File: src/rtl/mul_ucode_seq_pkg.sv
// Shared definitions for the multiply micro-sequencer: operation encodings,
// FSM states and default widths.
package mul_ucode_seq_pkg;

  localparam int DATA_W_DEF = 32;
  localparam int REG_AW_DEF = 4;
  localparam int IMM_W_DEF  = 16;

  // bit1 = signed, bit0 = register operand
  typedef enum logic [1:0] {
    MUL_I  = 2'd0,
    MUL_R  = 2'd1,
    MUL_SI = 2'd2,
    MUL_SR = 2'd3
  } mul_type_e;

  typedef enum logic [2:0] {
    ST_IDLE = 3'd0,
    ST_READ = 3'd1,
    ST_MUL  = 3'd2,
    ST_SIGN = 3'd3,
    ST_WB   = 3'd4
  } state_e;

endpackage

File: src/rtl/mul_shift_add_dp.sv
// Radix-2 shift-add multiplier datapath: magnitude capture, one add/shift per
// step strobe, and a final two's-complement fix when the signs differed.
module mul_shift_add_dp #(
  parameter int DATA_W = 32
) (
  input  logic                  clk,
  input  logic                  rst,
  input  logic                  load_i,
  input  logic                  step_i,
  input  logic                  fix_i,
  input  logic                  signed_i,
  input  logic [DATA_W-1:0]     op_a_i,
  input  logic [DATA_W-1:0]     op_b_i,
  output logic [2*DATA_W-1:0]   acc_o,
  output logic [2*DATA_W-1:0]   fixed_o
);

  localparam int PW = 2 * DATA_W;

  logic [DATA_W-1:0] a_q, b_q;
  logic              neg_q;
  logic [PW-1:0]     acc_q;

  logic              a_neg, b_neg;
  logic [DATA_W-1:0] mag_a, mag_b;
  logic [DATA_W:0]   sum;

  // -2^(DATA_W-1) negates to itself, which read as unsigned is the true magnitude.
  always_comb begin
    a_neg   = signed_i & op_a_i[DATA_W-1];
    b_neg   = signed_i & op_b_i[DATA_W-1];
    mag_a   = a_neg ? (~op_a_i + {{(DATA_W-1){1'b0}}, 1'b1}) : op_a_i;
    mag_b   = b_neg ? (~op_b_i + {{(DATA_W-1){1'b0}}, 1'b1}) : op_b_i;
    sum     = {1'b0, acc_q[PW-1:DATA_W]} + (b_q[0] ? {1'b0, a_q} : {(DATA_W+1){1'b0}});
    fixed_o = neg_q ? (~acc_q + {{(PW-1){1'b0}}, 1'b1}) : acc_q;
  end

  always_ff @(posedge clk) begin
    if (!rst) begin
      a_q   <= '0;
      b_q   <= '0;
      neg_q <= 1'b0;
      acc_q <= '0;
    end else if (load_i) begin
      a_q   <= mag_a;
      b_q   <= mag_b;
      neg_q <= a_neg ^ b_neg;
      acc_q <= '0;
    end else if (step_i) begin
      // Carry out of the upper-half add becomes the new MSB after the shift.
      acc_q <= {sum, acc_q[DATA_W-1:1]};
      b_q   <= b_q >> 1;
    end else if (fix_i) begin
      acc_q <= fixed_o;
    end
  end

  assign acc_o = acc_q;

endmodule

File: src/rtl/mul_ucode_seq.sv
// Multiply micro-sequencer: accepts one decoded multiply, reads the register
// file, runs DATA_W shift-add steps, fixes the sign and writes the low word back.
module mul_ucode_seq
  import mul_ucode_seq_pkg::*;
#(
  parameter int DATA_W = DATA_W_DEF,
  parameter int REG_AW = REG_AW_DEF,
  parameter int IMM_W  = IMM_W_DEF
) (
  input  logic              clk,
  input  logic              rst,
  input  logic              mul_trigger,
  input  logic [1:0]        mul_type,
  input  logic [REG_AW-1:0] dest_reg,
  input  logic [REG_AW-1:0] src1_reg,
  input  logic [REG_AW-1:0] src2_reg,
  input  logic [IMM_W-1:0]  imm,
  output logic [REG_AW-1:0] rf_raddr1,
  output logic [REG_AW-1:0] rf_raddr2,
  input  logic [DATA_W-1:0] rf_rdata1,
  input  logic [DATA_W-1:0] rf_rdata2,
  output logic              rf_we,
  output logic [REG_AW-1:0] rf_waddr,
  output logic [DATA_W-1:0] rf_wdata,
  output logic [DATA_W-1:0] prod_hi,
  output logic              flag_z,
  output logic              flag_n,
  output logic              busy,
  output logic              stall,
  output logic              done
);

  localparam int CNT_W = $clog2(DATA_W);

  state_e            state_q, state_d;
  mul_type_e         type_q, type_d;
  logic [REG_AW-1:0] dest_q, dest_d, src1_q, src1_d, src2_q, src2_d;
  logic [IMM_W-1:0]  imm_q, imm_d;
  logic [CNT_W-1:0]  cnt_q, cnt_d;
  logic [DATA_W-1:0] prod_hi_q;
  logic              flag_z_q, flag_n_q;

  logic                load, step, fix;
  logic [DATA_W-1:0]   op_b;
  logic [2*DATA_W-1:0] acc, fixed;

  always_comb begin
    state_d = state_q;
    type_d  = type_q;
    dest_d  = dest_q;
    src1_d  = src1_q;
    src2_d  = src2_q;
    imm_d   = imm_q;
    cnt_d   = cnt_q;
    load    = 1'b0;
    step    = 1'b0;
    fix     = 1'b0;
    case (state_q)
      ST_IDLE: begin
        if (mul_trigger) begin
          type_d  = mul_type_e'(mul_type);
          dest_d  = dest_reg;
          src1_d  = src1_reg;
          src2_d  = src2_reg;
          imm_d   = imm;
          state_d = ST_READ;
        end
      end
      ST_READ: begin
        load    = 1'b1;
        cnt_d   = '0;
        state_d = ST_MUL;
      end
      ST_MUL: begin
        step  = 1'b1;
        cnt_d = cnt_q + CNT_W'(1);
        if (cnt_q == CNT_W'(DATA_W - 1)) state_d = ST_SIGN;
      end
      ST_SIGN: begin
        fix     = 1'b1;
        state_d = ST_WB;
      end
      ST_WB:   state_d = ST_IDLE;
      default: state_d = ST_IDLE;
    endcase
  end

  always_ff @(posedge clk) begin
    if (!rst) begin
      state_q   <= ST_IDLE;
      type_q    <= MUL_I;
      dest_q    <= '0;
      src1_q    <= '0;
      src2_q    <= '0;
      imm_q     <= '0;
      cnt_q     <= '0;
      prod_hi_q <= '0;
      flag_z_q  <= 1'b0;
      flag_n_q  <= 1'b0;
    end else begin
      state_q <= state_d;
      type_q  <= type_d;
      dest_q  <= dest_d;
      src1_q  <= src1_d;
      src2_q  <= src2_d;
      imm_q   <= imm_d;
      cnt_q   <= cnt_d;
      // Loaded from the sign-fixed product so they are valid in the done cycle.
      if (fix) begin
        prod_hi_q <= fixed[2*DATA_W-1:DATA_W];
        flag_z_q  <= (fixed[DATA_W-1:0] == '0);
        flag_n_q  <= fixed[DATA_W-1];
      end
    end
  end

  always_comb begin
    if (type_q == MUL_R || type_q == MUL_SR) op_b = rf_rdata2;
    else if (type_q == MUL_SI)               op_b = {{(DATA_W-IMM_W){imm_q[IMM_W-1]}}, imm_q};
    else                                     op_b = {{(DATA_W-IMM_W){1'b0}}, imm_q};
  end

  mul_shift_add_dp #(.DATA_W(DATA_W)) u_dp (
    .clk      (clk),
    .rst      (rst),
    .load_i   (load),
    .step_i   (step),
    .fix_i    (fix),
    .signed_i (type_q == MUL_SI || type_q == MUL_SR),
    .op_a_i   (rf_rdata1),
    .op_b_i   (op_b),
    .acc_o    (acc),
    .fixed_o  (fixed)
  );

  assign busy      = (state_q != ST_IDLE);
  assign stall     = busy;
  assign rf_raddr1 = busy ? src1_q : '0;
  assign rf_raddr2 = busy ? src2_q : '0;
  assign rf_we     = (state_q == ST_WB);
  assign done      = rf_we;
  assign rf_waddr  = rf_we ? dest_q : '0;
  assign rf_wdata  = rf_we ? acc[DATA_W-1:0] : '0;
  assign prod_hi   = prod_hi_q;
  assign flag_z    = flag_z_q;
  assign flag_n    = flag_n_q;

endmodule

File: config.mk
export PLATFORM = sky130hd
export DESIGN_NAME = mul_ucode_seq
export DESIGN_NICKNAME = d
export VERILOG_FILES = /design/src/rtl/mul_ucode_seq_pkg.sv /design/src/rtl/mul_shift_add_dp.sv /design/src/rtl/mul_ucode_seq.sv
export SDC_FILE = /design/constraint.sdc
export NUM_CORES = 1
export LEC_CHECK = 0
export CAP_MARGIN = 10
export CORE_UTILIZATION = 25
export CTS_BUF_LIST = sky130_fd_sc_hd__clkbuf_4 sky130_fd_sc_hd__clkbuf_8
export DETAILED_ROUTE_END_ITERATION = 10
export HOLD_SLACK_MARGIN = 0.03
export PLACE_DENSITY = 0.38
export SLEW_MARGIN = 20
export SYNTH_ARGS = -nofsm -noshare
export SYNTH_HDL_FRONTEND = slang
export SYNTH_HIERARCHICAL = 1
export SYNTH_SLANG_ARGS = --single-unit
File: constraint.sdc
create_clock -name clk -period 10 [get_ports clk]
set_input_delay 1.5 -clock clk [delete_from_list [all_inputs] [get_ports clk]]
set_output_delay 1.5 -clock clk [all_outputs]
set_load 0.005 [all_outputs]
==> run metrics, run 1 <==
Crit Path Category reg2out; status complete, no violations; first-pass GRT wire length 71,260 microns; Worst Hold Class reg2reg; final hold vios 0; RSZ-0062 raised after global routing no; Synth warnings 6; Logic pwr share between 10% and 20%; Post CTS Setup Buffer Count 0; CP Data Arrival Time between 2000 and 3000 ps; GPL Wtd Cong approximately 0.8; router iterations before antenna repair 5; Async S/R FF share, synth 0%; worst reg2reg setup slack between 5000 and 6000 ps; Avg Synthesized Cell Area between 7 and 8 sq um; FILL cells 5,794; CTS tree built; Critical Path End Type primary output; top cells by area, synth dfxtp_1 (29%), xnor2_1 (8.4%), nand2_1 (7.9%), xor2_1 (4.3%), a21oi_1 (4.0%); clock latency on the worst-skew pair ~600 ps; # placed instances between 2,000 and 3,000; Yosys top cell by area dfxtp_1; pin count of the biggest net entering global routing 99; H-tree Lvls 2; DP Area approximately 0.016 sq mm; grt total ovfl 0; Primary FF master, synth dfxtp_1; Max Cap Viol 0; final net count 2,037; vias per cell 4.770; DR iter-0 viols 734; CTS Sinks approximately 200; die span in x 236.6 microns; Final setup violation count 0; Post-route DRC 0; Netlist cell types 76; post-synthesis cell area 0.01376 sq mm; initial antenna violation count 1; # rows between 80 and 90; Mapped Nets around 1,900; Clock power frac about 44%; PostCTS Resize Cnt 0; Area Growth Syn to Fin 23.46%; sw frac between 20% and 30%; R2R Path Start u_dp/b_q[0]; Tcrit/Tclk final a little over two fifths; layout cells sized above 1 under 10%; IO Pins about 180; NetSw 636.4 uW; Critical Path Source Type flop; deepest clock path buffer count 3; Root Buffer clkbuf_8; DPL Wire Length about 32,000 microns; slew at the pin closest to its max-slew limit approximately 1100 ps; Post-Synthesis Cells approximately 1,800; power density cells ~130 mW/mm^2; Rel. slew slack slightly below 30%; drt wl/cell 17.04 microns; register share of total power slightly below 40%; Post-synth top cells nand2_1 (289), dfxtp_1 (201), nor2_1 (133); Post-synth EDFFs 0; Synth Register Bits roughly 200; Leak approximately 0.0067 uW; detailed-route via count approximately 13,000; final slew viol count 0; FF-to-FF End u_dp/acc_o[60]; cts bufs inserted 43; Tmin final about 4200 ps; DIE AREA 0.05597 sq mm; DIE HEIGHT 236.6 microns; Non-Filler Instances 2,631; VDD IR max roughly 0.08 mV; I/O Buffers around 180; Int Pwr 1524 uW; Setup crit start state_q[2]; Starting Density 25.41%; clock skew 19.81 ps; GRT Total Usage between 10% and 20%; Synth top area share between 20 and 30%; post-route ant nets 0; WP data required between 8000 and 9000 ps; count leader, synth nand2_1; CP max FO 34; CP endpoint rf_wdata[0]; setup TNS 0 ps; Peak Freq between 200 and 250 MHz; CTS clock-pin slew for the worst setup and hold paths ~50 ps; vias in the first global route 12,422; # hold bufs at CTS 0; Detailed Route WL between 40,000 and 50,000 microns; Seq/Total Area, Yosys between 20% and 30%; reg2reg path depth 11; core area ~0.054 sq mm; Design Area, Final 0.01699 sq mm
==> cells in the final DEF (no fill, tap or decap), types with 55 or more instances in the layout <==
master / synthesis / routed
and2_1: 81 / 80
clkdlybuf4s50_1: 0 / 177
xnor2_1: 132 / 132
a21boi_0: 56 / 56
nand2_1: 289 / 288
dfxtp_1: 201 / 200
clkbuf_8: 0 / 55
nor2_1: 133 / 133
a21oi_1: 109 / 109
xor2_1: 68 / 68
o21ai_0: 78 / 78
==> per-layer routing <==
layer / track usage, % / vias up / part of all wire (%)
met4: 4.172 / 2 / 1.7
met3: 3.707 / 63 / 5.2
met1: 22.59 / 5811 / 51
met5: 0 / - / 0.029
met2: 23.87 / 247 / 42
li1: - / 6427 / -
==> how the worst min path moves through the flow <==
stage | cells past startpoint | end | startpoint | slack, ps
after floorplan | 2 | u_dp/a_q[13] | u_dp/a_q[13] | 420
after global placement | 2 | u_dp/a_q[22] | u_dp/a_q[22] | 430
after detailed placement | 2 | u_dp/a_q[21] | u_dp/a_q[21] | 440
after CTS | 2 | u_dp/a_q[21] | u_dp/a_q[21] | 450
after global routing | 2 | u_dp/a_q[25] | u_dp/a_q[25] | 470
final | 2 | u_dp/a_q[27] | u_dp/a_q[27] | 440
==> layout make-up <==
| cell class | instances | area [sq um] | share of cell area [%] |
|---|---|---|---|
| well taps | 696 | 870.8 | 5.127 |
| diodes | 1 | 2.502 | 0.01473 |
| inverters | 23 | 86.33 | 0.5083 |
| flip-flops and latches | 201 | 4025 | 23.70 |
| clock buffers | 72 | 884.6 | 5.208 |
| multi-input cells | 1436 | 9161 | 53.94 |
| repair buffers | 197 | 1922 | 11.31 |
| clock inverters | 5 | 32.53 | 0.1915 |
==> power groups by stage <==
stage	Sequential, uW	Clock (uW)	Combinational [uW]
floorplan	863	0	227
global placement	875	0	349
detailed placement	875	0	350
CTS	858	1000	352
global route	862	1040	384
finish	858	956	346
==> state kept, by name, summed over array words and instances, names as in the netlist <==
name / flops
flag_z: 1
u_dp/acc_o: 64
u_dp/neg_q: 1
dest_q: 4
src2_q: 4
u_dp/a_q: 32
prod_hi: 32
state_q: 3
cnt_q: 5
flag_n: 1
imm_q: 16
u_dp/b_q: 32
type_q: 2
src1_q: 4
==> critical path, stage by stage (launching register included) <==
cell,delay [ps]
dfxtp_1,480
nor3b_4,490
buf_4,370
and2_1,220
clkdlybuf4s50_1,510
==> metrics by stage <==
| step | worst slack, ps | hold WS (ps) | util, % | total power, uW |
|---|---|---|---|---|
| global route | 5666 | 467.1 | 31.37 | 2285 |
| finish | 5826 | 443.1 | 31.38 | 2161 |
| floorplan | 6072 | 416.7 | - | 1089 |
| global placement | 4928 | 430.3 | 29.66 | 1224 |
| CTS | 5557 | 448.8 | 31.36 | 2212 |
| detailed placement | 4898 | 436.3 | 29.67 | 1226 |
==> cell families (layout without fill, tap and decap cells) <==
kind of cell | count (synthesis) | after routing | share of synthesized area, %
other | 0 | 1 | 0
and+or+nand+nor | 705 | 705 | 24.79
buffers and inverters | 148 | 297 | 4.329
AOI/OAI and AO/OA | 435 | 435 | 21.00
muxes | 58 | 58 | 4.384
xor gates and xnor gates | 200 | 200 | 12.73
adders and majority gates | 38 | 38 | 3.511
DFF | 201 | 201 | 29.25
Note: power is estimated with default switching activity, not from simulation.
==> run 2, diff against run 1 <==
Settings changed: PLACE_DENSITY 0.38 to 0.4.
Clock period 10 ns to 3.75 ns, I/O delays scaled along.
==> run metrics, run 2 (synthesis gave the netlist of run 1 again) <==
Post CTS Setup Buffer Count 0 (unchanged); Largest register FFs 64 (unchanged); Worst Setup Slack, final 249.8 ps (was 5826 ps); Critical Path End Type flop (was primary output); Tmin final 3500 ps; hold path cells 2 (unchanged); die span in x 236.6 microns (unchanged); reg2reg path depth 9 (was 11); I/O Buffers 178 (unchanged); Multi-input gate area 0.009154 sq mm (was 0.009161 sq mm); Crit Path Category reg2reg (was reg2out); CP max FO 8 (was 34); GPL Wtd Cong 0.8398 (was 0.8178); clock latency on the worst-skew pair 620 ps (was 600 ps); vias in the first global route 12,494 (was 12,422); Leak 0.006881 uW (was 0.006679 uW); status complete, no violations (unchanged); CP Data Arrival Time 4020 ps (was 2670 ps); initial antenna violation count 4 (was 1); deepest clock path buffer count 3 (unchanged); R2R Path Start u_dp/acc_o[10] (was u_dp/b_q[0]); Detailed Route WL 44,700 microns (was 44,830 microns); GR peak layer met2 (unchanged); Storage cell area 0.004025 sq mm (unchanged); final slew viol count 0 (unchanged); # hold bufs at CTS 0 (unchanged); Area Growth Syn to Fin 25.68% (was 23.46%); Root Buffer clkbuf_8 (unchanged); DIE HEIGHT 236.6 microns (unchanged); Peak Freq 285.7 MHz; drt wl/cell 16.77 microns (was 17.04 microns); worst reg2reg setup slack 250 ps (was 5980 ps); CTS clock-pin slew for the worst setup and hold paths 60 ps (was 50 ps); RSZ-0062 raised after global routing no (unchanged); DIE AREA 0.05597 sq mm (unchanged); core area 0.05413 sq mm (unchanged); GRT Total Usage 15.86% (was 15.90%); Tcrit/Tclk final roughly 93%; DPL Wire Length 32,570 microns (was 32,120 microns); vias per cell 4.760 (was 4.770); final hold vios 0 (unchanged); pre-CTS setup slack 103.0 ps (was 4898 ps); IO Pins 179 (unchanged); PostCTS Resize Cnt 0 (unchanged); GR Util met2 24.18% (was 23.87%); CTS tree built (unchanged); WP data required 4270 ps (was 8500 ps); first-pass GRT wire length 71,310 microns (was 71,260 microns); Setup crit start u_dp/acc_o[10] (was state_q[2]); Worst Hold Class in2reg (was reg2reg); # rows 85 (unchanged); Post-route DRC 0 (unchanged); most frequent cells in the layout nand2_1 (288), dfxtp_1 (200), clkdlybuf4s50_1 (177), nor2_1 (133), xnor2_1 (132) (unchanged); FF-to-FF End flag_z (was u_dp/acc_o[60]); Critical Path Source Type flop (unchanged); commonest non-fill, non-tap cell in the layout nand2_1 (unchanged); pin count of the biggest net entering global routing 98 (was 99); Starting Density 25.41% (unchanged); detailed-route via count 12,686 (was 12,550); cts bufs inserted 44 (was 43); router iterations before antenna repair 5 (unchanged); power density cells 346.6 mW/mm^2 (was 127.2 mW/mm^2); CTS Sinks 201 (unchanged); H-tree Lvls 2 (unchanged); met1 Use GR 22.11% (was 22.59%); grt total ovfl 0 (unchanged); CP endpoint flag_z (was rf_wdata[0]); Final setup violation count 0 (unchanged); Rel. slew slack 42.16% (was 29.23%); slew at the pin closest to its max-slew limit 867.6 ps (was 1062 ps); DR iter-0 viols 731 (was 734); clock skew 35.03 ps (was 19.81 ps); setup TNS 0 ps (unchanged); FILL cells 5,863 (was 5,794); layout cells sized above 1 8.841% (was 7.342%); VDD IR max 0.2330 mV (was 0.08031 mV); Max Cap Viol 0 (unchanged); post-route ant nets 0 (unchanged); final net count 2,067 (was 2,037); met3 Usage GRT 3.532% (was 3.707%)
## run 2: changes by cell type in the layout (fill, tap and decap cells not counted), moves of 3 or more
cell        delta
buf_4         +28
clkbuf_4       -3
clkbuf_8       +4
clkinv_2       +3
clkinvlp_4     -3
inv_6          +3
## run 2: power breakdown
part           total, uW  internal (uW)  switching (uW)
clock               2730           1620            1120
sequential          2290           2220            78.9
combinational        963            400             563
total               5990           4230            1760
## run 2: metal layers
metal	routed length (microns)	vias to the layer above
met3	2277	64
met2	19050	257
met4	917	4
met1	22430	5879
li1	-	6482
met5	24	-
## run 2: how the worst min path moves through the flow
stage                 startpoint      endpoint
floorplan           u_dp/a_q[13]  u_dp/a_q[13]
global placement    u_dp/a_q[22]  u_dp/a_q[22]
detailed placement  u_dp/a_q[30]  u_dp/a_q[30]
CTS                          rst   u_dp/b_q[1]
global route                 rst   u_dp/b_q[1]
finish                       rst   u_dp/b_q[1]
## run 2: area by class of cell
class	count	share of cell area (%)
Multi-Input combinational cell	1436	52.95
Sequential cell	201	23.28
Timing Repair Buffer	226	12.45
Clock buffer	73	5.305
Tap cell	696	5.037
Inverter	23	0.4993
Clock inverter	9	0.4704
Antenna cell	1	0.01447
## run 2: worst max-delay path: stages (launching register included)
cell and delay, ps:
dfxtp_1 390, or3_1 470, nand4b_1 310, or4_1 610
or3_1 390, o31ai_1 330, xnor2_1 100, nor4_1 370
nand4_1 210, o31ai_1 240
## run 2: through the flow
stage	power, uW	hold WS, ps	cells	instance area, sq um	util (%)
finish	5992	440.5	2665	17290	31.94
global route	6328	437.7	2665	17290	31.94
global placement	3305	433.4	2582	16290	30.08
floorplan	2905	416.7	1785	13760	-
detailed placement	3310	437.2	2582	16290	30.08
CTS	6134	395.3	2664	17280	31.93
